$ cat src/rtl/decode_stage_pl.sv
// RV32I/RV32E decode stage: IF/ID register, register file, control decoder and immediate generator.
// Define WB_BYPASS_EN to forward the writeback port onto rd1_d/rd2_d in the same cycle.
module decode_stage_pl #(
  parameter int          ADDRESS_WIDTH = 32,
  parameter int          DATA_WIDTH    = 32,
  parameter int          NUM_REGS      = 32,
  parameter logic [31:0] NOP_INSTR     = 32'h00000013
) (
  input  logic                     clk,
  input  logic                     rst_n,
  input  logic                     stall_d,
  input  logic                     flush_d,
  input  logic                     reg_write_w,
  input  logic [4:0]               rd_w,
  input  logic [DATA_WIDTH-1:0]    result_w,
  input  logic [ADDRESS_WIDTH-1:0] pc_f,
  input  logic [ADDRESS_WIDTH-1:0] pc_plus4_f,
  input  logic [31:0]              instr_f,
  output logic                     valid_d,
  output logic                     illegal_d,
  output logic                     reg_write_d,
  output logic                     mem_write_d,
  output logic                     jump_d,
  output logic                     branch_d,
  output logic [1:0]               res_src_d,
  output logic [3:0]               alu_control_d,
  output logic [2:0]               funct3_d,
  output logic                     alu_src_a_d,
  output logic                     alu_src_b_d,
  output logic                     adder_src_d,
  output logic [DATA_WIDTH-1:0]    rd1_d,
  output logic [DATA_WIDTH-1:0]    rd2_d,
  output logic [ADDRESS_WIDTH-1:0] pc_d,
  output logic [ADDRESS_WIDTH-1:0] pc_plus4_d,
  output logic [4:0]               rs1_d,
  output logic [4:0]               rs2_d,
  output logic [4:0]               rd_d,
  output logic [DATA_WIDTH-1:0]    imm_val_d
);

  localparam int       IdxW     = $clog2(NUM_REGS);
  localparam logic [5:0] NumRegsL = 6'(NUM_REGS);

  typedef enum logic [3:0] {
    ALU_ADD  = 4'd0, ALU_SUB = 4'd1, ALU_AND = 4'd2, ALU_OR  = 4'd3, ALU_XOR = 4'd4,
    ALU_SLT  = 4'd5, ALU_SLTU = 4'd6, ALU_SLL = 4'd7, ALU_SRL = 4'd8, ALU_SRA = 4'd9
  } alu_op_e;

  typedef enum logic [2:0] {IMM_NONE, IMM_I, IMM_S, IMM_B, IMM_U, IMM_J} imm_sel_e;

  logic [31:0]              instr_q;
  logic [ADDRESS_WIDTH-1:0] pc_q, pcPlus4_q;
  logic                     valid_q;
  logic [DATA_WIDTH-1:0]    rf_q [NUM_REGS];

  // Flush shares the reset path: a bubble carries no PC and is never valid.
  always_ff @(posedge clk) begin
    if (!rst_n || flush_d) begin
      instr_q   <= NOP_INSTR;
      pc_q      <= '0;
      pcPlus4_q <= '0;
      valid_q   <= 1'b0;
    end else if (!stall_d) begin
      instr_q   <= instr_f;
      pc_q      <= pc_f;
      pcPlus4_q <= pc_plus4_f;
      valid_q   <= 1'b1;
    end
  end

  logic wbEn;
  assign wbEn = reg_write_w && (rd_w != 5'd0) && ({1'b0, rd_w} < NumRegsL);

  always_ff @(posedge clk) begin
    if (!rst_n) begin
      for (int i = 0; i < NUM_REGS; i++) rf_q[i] <= '0;
    end else if (wbEn) begin
      rf_q[rd_w[IdxW-1:0]] <= result_w;
    end
  end

  logic [6:0] opcode, funct7;
  logic [2:0] funct3;
  logic [4:0] rs1Field, rs2Field, rdField;
  assign opcode   = instr_q[6:0];
  assign funct3   = instr_q[14:12];
  assign funct7   = instr_q[31:25];
  assign rs1Field = instr_q[19:15];
  assign rs2Field = instr_q[24:20];
  assign rdField  = instr_q[11:7];

  logic     legal, usesRs1, usesRs2, usesRd, isLui;
  logic     regWrite, memWrite, jump, branch, srcA, srcB, adderSrc;
  logic [1:0] resSrc;
  alu_op_e  aluOp;
  imm_sel_e immSel;

  always_comb begin
    legal    = 1'b0;
    usesRs1  = 1'b0;
    usesRs2  = 1'b0;
    usesRd   = 1'b0;
    isLui    = 1'b0;
    regWrite = 1'b0;
    memWrite = 1'b0;
    jump     = 1'b0;
    branch   = 1'b0;
    srcA     = 1'b0;
    srcB     = 1'b0;
    adderSrc = 1'b0;
    resSrc   = 2'b00;
    aluOp    = ALU_ADD;
    immSel   = IMM_NONE;
    case (opcode)
      7'b0110111: begin
        legal = 1'b1; regWrite = 1'b1; srcB = 1'b1; immSel = IMM_U; usesRd = 1'b1; isLui = 1'b1;
      end
      7'b0010111: begin
        legal = 1'b1; regWrite = 1'b1; srcA = 1'b1; srcB = 1'b1; immSel = IMM_U; usesRd = 1'b1;
      end
      7'b1101111: begin
        legal = 1'b1; regWrite = 1'b1; jump = 1'b1; resSrc = 2'b10; immSel = IMM_J; usesRd = 1'b1;
      end
      7'b1100111: begin
        legal = (funct3 == 3'b000); regWrite = 1'b1; jump = 1'b1; resSrc = 2'b10;
        adderSrc = 1'b1; srcB = 1'b1; immSel = IMM_I; usesRs1 = 1'b1; usesRd = 1'b1;
      end
      7'b1100011: begin
        legal = (funct3[2:1] != 2'b01); branch = 1'b1; aluOp = ALU_SUB; immSel = IMM_B;
        usesRs1 = 1'b1; usesRs2 = 1'b1;
      end
      7'b0000011: begin
        legal = (funct3 == 3'b000) || (funct3 == 3'b001) || (funct3 == 3'b010) ||
                (funct3 == 3'b100) || (funct3 == 3'b101);
        regWrite = 1'b1; resSrc = 2'b01; srcB = 1'b1; immSel = IMM_I; usesRs1 = 1'b1; usesRd = 1'b1;
      end
      7'b0100011: begin
        legal = !funct3[2] && (funct3[1:0] != 2'b11); memWrite = 1'b1; srcB = 1'b1;
        immSel = IMM_S; usesRs1 = 1'b1; usesRs2 = 1'b1;
      end
      7'b0010011: begin
        regWrite = 1'b1; srcB = 1'b1; immSel = IMM_I; usesRs1 = 1'b1; usesRd = 1'b1; legal = 1'b1;
        case (funct3)
          3'b000:  aluOp = ALU_ADD;
          3'b010:  aluOp = ALU_SLT;
          3'b011:  aluOp = ALU_SLTU;
          3'b100:  aluOp = ALU_XOR;
          3'b110:  aluOp = ALU_OR;
          3'b111:  aluOp = ALU_AND;
          3'b001: begin aluOp = ALU_SLL; legal = (funct7 == 7'b0000000); end
          default: begin
            aluOp = funct7[5] ? ALU_SRA : ALU_SRL;
            legal = (funct7 == 7'b0000000) || (funct7 == 7'b0100000);
          end
        endcase
      end
      7'b0110011: begin
        regWrite = 1'b1; usesRs1 = 1'b1; usesRs2 = 1'b1; usesRd = 1'b1;
        if (funct7 == 7'b0000000) begin
          legal = 1'b1;
          case (funct3)
            3'b000:  aluOp = ALU_ADD;
            3'b001:  aluOp = ALU_SLL;
            3'b010:  aluOp = ALU_SLT;
            3'b011:  aluOp = ALU_SLTU;
            3'b100:  aluOp = ALU_XOR;
            3'b101:  aluOp = ALU_SRL;
            3'b110:  aluOp = ALU_OR;
            default: aluOp = ALU_AND;
          endcase
        end else if (funct7 == 7'b0100000) begin
          legal = (funct3 == 3'b000) || (funct3 == 3'b101);
          aluOp = (funct3 == 3'b101) ? ALU_SRA : ALU_SUB;
        end
      end
      default: ;
    endcase
  end

  // RV32E: any register the instruction actually references must lie inside the file.
  logic badReg, live;
  assign badReg = (usesRs1 && ({1'b0, rs1Field} >= NumRegsL)) ||
                  (usesRs2 && ({1'b0, rs2Field} >= NumRegsL)) ||
                  (usesRd  && ({1'b0, rdField}  >= NumRegsL));
  assign illegal_d = valid_q && !(legal && !badReg);
  assign live      = valid_q && !illegal_d;

  assign valid_d       = valid_q;
  assign reg_write_d   = live && regWrite;
  assign mem_write_d   = live && memWrite;
  assign jump_d        = live && jump;
  assign branch_d      = live && branch;
  assign res_src_d     = resSrc;
  assign alu_control_d = aluOp;
  assign funct3_d      = funct3;
  assign alu_src_a_d   = srcA;
  assign alu_src_b_d   = srcB;
  assign adder_src_d   = adderSrc;
  assign pc_d          = pc_q;
  assign pc_plus4_d    = pcPlus4_q;
  assign rs1_d         = isLui ? 5'd0 : rs1Field;
  assign rs2_d         = usesRs2 ? rs2Field : 5'd0;
  assign rd_d          = rdField;

  logic [31:0] imm32;
  always_comb begin
    imm32 = 32'd0;
    case (immSel)
      IMM_I:   imm32 = {{20{instr_q[31]}}, instr_q[31:20]};
      IMM_S:   imm32 = {{20{instr_q[31]}}, instr_q[31:25], instr_q[11:7]};
      IMM_B:   imm32 = {{19{instr_q[31]}}, instr_q[31], instr_q[7], instr_q[30:25], instr_q[11:8], 1'b0};
      IMM_U:   imm32 = {instr_q[31:12], 12'd0};
      IMM_J:   imm32 = {{11{instr_q[31]}}, instr_q[31], instr_q[19:12], instr_q[20], instr_q[30:21], 1'b0};
      default: imm32 = 32'd0;
    endcase
  end
  assign imm_val_d = {{(DATA_WIDTH - 31){imm32[31]}}, imm32[30:0]};

  logic rs1InRange, rs2InRange;
  assign rs1InRange = ({1'b0, rs1_d} < NumRegsL);
  assign rs2InRange = ({1'b0, rs2_d} < NumRegsL);

  always_comb begin
    rd1_d = '0;
    rd2_d = '0;
    if (rs1InRange && (rs1_d != 5'd0)) rd1_d = rf_q[rs1_d[IdxW-1:0]];
    if (rs2InRange && (rs2_d != 5'd0)) rd2_d = rf_q[rs2_d[IdxW-1:0]];
`ifdef WB_BYPASS_EN
    if (wbEn && (rd_w == rs1_d)) rd1_d = result_w;
    if (wbEn && (rd_w == rs2_d)) rd2_d = result_w;
`else
`endif
  end

endmodule

$ cat config.mk
export PLATFORM = sky130hd
export DESIGN_NAME = decode_stage_pl
export DESIGN_NICKNAME = d
export VERILOG_FILES = /design/src/rtl/decode_stage_pl.sv
export SDC_FILE = /design/constraint.sdc
export NUM_CORES = 2
export LEC_CHECK = 0
export BUFFER_PORTS_ARGS = -buffer_cell sky130_fd_sc_hd__buf_2
export CAP_MARGIN = 20
export CORE_MARGIN = 2
export CORE_UTILIZATION = 35
export CTS_CLUSTER_SIZE = 30
export DETAILED_ROUTE_END_ITERATION = 12
export PLACE_DENSITY_LB_ADDON = 0.1
export SLEW_MARGIN = 40
export SYNTH_ARGS = -nofsm -noshare
export SYNTH_HDL_FRONTEND = slang
export SYNTH_SLANG_ARGS = --single-unit
$ cat constraint.sdc
create_clock -name clk -period 8.63 [get_ports clk]
set_input_delay 0 -clock clk [delete_from_list [all_inputs] [get_ports clk]]
set_output_delay 0 -clock clk [all_outputs]
set_load 0.005 [all_outputs]
[Word level (Yosys, flattened, before mapping)]
Memories as Yosys holds them, arrays and structs flattened.
Cells that the tools add are included.
Cells by class
  multiply operators: 0
  bitwise gates (word level): 0
  magnitude comparators: 0
  shifts and indexed selects: 0
  multiplexer cells: 34
  reduce and logical (&&, ||, !) cells: 33
  div/mod/pow operators: 0
  equal/unequal tests: 24
  add/sub/neg operators: 0
Operator list (count)
  $pmux 32 s5: 1
  $mux 32: 3
  $pmux 4 s7: 2
  $reduce_or 32->1: 1
  $eq 7x6->1 const B: 4
  $eq 7x7->1 const B: 3
  $eq 3x3->1 const B: 6
  $mux 1: 17
  $mux 5: 3
  $pmux 3 s5: 1
  $reduce_bool 5->1: 3
  $eq 7x5->1 const B: 2
  $eq 3x2->1 const B: 4
  $mux 4: 3
  $pmux 4 s3: 1
  $reduce_or 6->1: 2
  $reduce_or 3->1: 3
  $logic_and 1x1->1: 8
  $eq 7x2->1 const B: 1
  $logic_not 7->1: 1
  $logic_or 1x1->1: 7
  $pmux 1 s7: 1
  $reduce_or 7->1: 1
  $eq 3x1->1 const B: 2
  7 further kinds: 11
Storage, ports and cells
  bits in registers: 97
  latch bits: 0
  bits in writable memories: 1024
  memories: 1
  ROM bits: 0
  output and inout bits: 193
  input port bits: 138
  word-level logic and storage cells: 96
Memory list
  rf_q: depth 32, bits a word 32, rd ports 2, clocked after memory_dff 0, wr ports 32, line 54  | logic [DATA_WIDTH-1:0] rf_q [NUM_REGS];

[Depth between registers and ports, before layout]
  depth after elaboration: 11
  gate-level depth with buffers: 11
  gate-level depth less buffers: 7

[Worst setup path before layout]
OpenSTA, ideal clock, no wires.
  kind: input -> register
  start: input port rd_w[1]
  end: memory rf_q[24][0], enable pin
  path buffers: 2
  library setup time: 0.466 ns
  data arrival time: 2.918 ns
  path slack: 5.246 ns
  stages: 4
  path through: or2_2 clkbuf_1 clkbuf_1 o21ai_0
RTL lines
  start, declared: line 14  | input logic [4:0] rd_w,
  end, declared: line 54

[Worst setup path in the final report]
  start: register instr_q[5]
  end: output port rd2_d[29]
On the way
  cells in the longest elaborated chain, start to end: 6
Ends and longest elaborated chain
  start, declared: line 51  | logic [31:0] instr_q;
  start signal, assigned: line 64  | instr_q <= instr_f;
  $eq 7x6->1 / $eq 7x7->1 (equally long branches): line 114  | case (opcode)
  $reduce_or 3->1 (no source line) *
  $mux 1 *: line 114
  $mux 5 *: line 202  | assign rs2_d = usesRs2 ? rs2Field : 5'd0;
  $mem_v2 32x32 / $reduce_bool 5->1 (equally long branches)
  $mux 32 *: line 227  | if (rs2InRange && (rs2_d != 5'd0)) rd2_d = rf_q[rs2_d[IdxW-1:0]];
  end, declared: line 32  | output logic [DATA_WIDTH-1:0] rd2_d,
Every way passes the cells marked *; elsewhere a longest branch is shown, timed or not.

==> flow_metrics.tcl <==
set metrics [dict create \
    async_flop_share_pct 0 \
    port_buffers 330 \
    gp_congestion 0.892 \
    fin_crit_ns 5.64 \
    muxShareOfSynthArea_pct 8.97 \
    worstPathArrival_ns 5.64 \
    synth_fa_ha_area_share_pct 0 \
    end_kind "output port" \
    cts_setup_buffers 0 \
    layout_commonest_cell "edfxtp_1" \
    avgRoutedWirePerCell_um 33.0 \
    first_pass_iters 7 \
    grt_pass1_wl_mm 398 \
    finalHoldViolations 0 \
    wirelength_mm 287 \
    hold_path_startpoint "rst_n" \
    via_per_inst 5.98 \
    synth_top_family_by_area "simple AND/OR/NAND/NOR gates" \
    setup_violations 0 \
    yosysTopAreaCellShare_pct 49.9 \
    worstMarginPinSlew_ns 0.992 \
    power_frac_seq_pct 45.8 \
    ios 331 \
    vias 51957 \
    clkPwrFrac_pct 42.7 \
    start_util_pct 35.1 \
    outcome "complete, no violations" \
    synth_top_area_cell "edfxtp_1" \
    antenna_left 0 \
    relSlewSlack_pct 33.5 \
    clock_path_buffers 3 \
    final_cell_mix "1024 x edfxtp_1, 996 x and2_1, 401 x nand2_1" \
    area_growth_pct 20.8 \
    cp_max_fo 34 \
    tns_ns 0 \
    synth.distinct_cells 76 \
    synth_compound_area_share_pct 15.4 \
    synth_area_leaders "edfxtp_1 50%, and2_1 10%, mux2i_1 6.2%, dfxtp_1 3.1%, clkbuf_1 2.6%" \
    peakVddDrop_mv 0.193 \
    clock_sinks 1121 \
    power_frac_comb_pct 11.5 \
    ys_seq_elements 1121 \
    crit_type "reg -> out" \
    rr_startpoint "instr_q[20]" \
    grt_pass1_vias 50158 \
    leakage_nw 27.3 \
    min_to "rf_q[10][31]" \
    syn_area_per_cell_sq_um 10.6 \
    swShare_pct 26.6 \
    first_iter_violations 7232 \
    clock_latency_ns 0.80 \
    startpoint_type "flop" \
    dieArea_sq_um 180000 \
    rrSetupSlack_ns 5.72 \
    dp_hpwl_mm 172 \
    grt.overflow.total 0 \
    synth_cells 5821 \
    dp_cells 8062 \
    cts_root_buffer "clkbuf_16" \
    finClkSkew_ns 0 \
    synth_flop_cell "edfxtp_1" \
    drc_errors 0 \
    ff_latch_area_sq_um 32700 \
    die_y_um 424 \
    hold_class "in -> reg" \
    ys_seq_area_share_pct 53.0 \
    rows 154 \
    synthXorXnorAreaFrac_pct 0 \
    cts_tree "built" \
    power_per_cell_area_nw_per_um2 187 \
    rsz0062_at_grt "no" \
    final-max-slew-violation-count 0 \
    drv_cap 0 \
    ys_warn_count 0 \
    clock.fmax_mhz 177 \
    coreArea_sq_um 176000 \
    synth_edf_count 1024 \
    die_x_um 424 \
    r2r_end "instr_q[20]" \
    p_switching_mw 3.71 \
    cts-htree-levels 4 \
    finalNetCount 6363 \
    grt_usage_pct 31.1 \
    multi_input_area_sq_um 27200 \
    antenna_found_initial 38 \
    grt_max_degree 118 \
    drive_above_1_share_pct 15.5 \
    internal-power_mw 10.2 \
    hold_depth 3 \
    nFillCells 16350 \
    r2r_cells 5 \
    instances_no_fill 8687 \
    synthSimpleGateAreaFrac_pct 17.9 \
    path_clk_slew_ns 0.06 \
    syn-cell-area_sq_um 61700 \
    cts_buffers 139 \
    period_share_pct 65.4 \
    required_ns 8.63 \
]
==> metal layers <==
layer / routed length, um / part of all wire [%] / global-route usage [%]
met1: 116000 / 40 / 41.3
met3: 28800 / 10 / 7.19
met2: 127000 / 44 / 48.0
met5: 46 / 0.016 / 0
met4: 14500 / 5.1 / 14.6
==> state kept, by name (all words and copies together) (netlist names) <==
register    flops
instr_q        32
pc_d           32
pc_plus4_d     32
rf_q         1024
valid_d         1
==> worst max-delay path, cell delays in order, from the launching register on <==
cell and delay, ns:
dfxtp_1 0.65, a21boi_4 0.25, buf_4 0.33, buf_4 0.57, nand3_4 0.40, clkinv_2 0.63, buf_4 0.44, a21oi_1 0.12
o221a_2 0.14, o31ai_1 0.71, o32ai_1 0.33, buf_2 0.21
==> area by class of cell <==
| class | count | share of cell area (%) |
|---|---|---|
| multi-input combinational | 4017 | 36.5 |
| antenna | 14 | 0.0470 |
| clock buffer | 183 | 5.13 |
| tap | 2340 | 3.93 |
| timing repair buffer | 854 | 9.11 |
| inverter | 92 | 0.479 |
| clock inverter | 66 | 0.897 |
| sequential | 1121 | 43.9 |
==> logic make-up after synthesis <==
kind of cell | Yosys count
flip-flops | 1121
AO/OA/AOI/OAI | 1378
AND/OR/NAND/NOR | 2103
multiplexers | 504
other | 1
buffers and inverters | 714
==> synthesized netlist by cell type, types with 18 or more instances <==
cell type	n
a211oi_1	78
a21o_1	39
a21oi_1	274
a221oi_1	37
a222oi_1	59
a22o_1	35
a22oi_1	33
a2bb2oi_1	40
a31oi_1	109
a32oi_1	29
a41oi_1	24
and2_1	998
buf_1	45
buf_2	115
buf_4	24
clkbuf_1	435
dfxtp_1	97
edfxtp_1	1024
inv_1	84
mux2_2	90
mux2i_1	384
mux4_2	30
nand2_1	408
nand3_1	118
nor2_1	363
nor2b_1	81
nor3_1	76
o2111ai_1	24
o21ai_0	220
o21bai_1	18
o221ai_1	37
o22ai_1	106
o311a_1	23
o31ai_1	83
o32ai_1	30
==> power by group through the flow <==
stage               combinational, mW  sequential, mW  clock [mW]
global route                     1.67            6.42        6.23
finish                           1.61            6.39        5.96
floorplan                       0.755            6.45           0
CTS                              1.55            6.38        6.05
detailed placement               1.42            6.49           0
global placement                 1.41            6.49           0
==> repair_timing <==
action	in CTS	in global routing
gates resized for setup	0	0
hold buffers	357	0
endpoints found under the hold margin	1009	0
==> through the flow <==
stage	area (sq um)	utilization [%]	total power [mW]	hold slack (ns)	setup slack [ns]
2_1_floorplan	61800	-	7.20	0.144	5.25
3_3_place_gp	65700	37.4	7.90	0.231	3.83
3_5_place_dp	66200	37.7	7.92	0.239	4.01
4_1_cts	74300	42.3	14.0	0.0281	3.13
5_1_grt	74500	42.4	14.3	0.0736	2.90
6_report	74500	42.4	14.0	0.0745	2.99
==> worst max path at each step <==
stage                     from           to  slack (ns)  depth (start not counted)
finish              instr_q[5]    rd2_d[29]        2.99                         11
global route        instr_q[5]    rd2_d[26]        2.90                         11
CTS                 instr_q[5]    rd2_d[29]        3.13                         11
detailed placement  instr_q[5]    rd2_d[29]        4.01                         11
global placement    instr_q[4]     rd1_d[9]        3.83                          8
floorplan              rd_w[1]  rf_q[24][0]        5.25                          4
No activity file was read; power rests on OpenSTA's default activity.
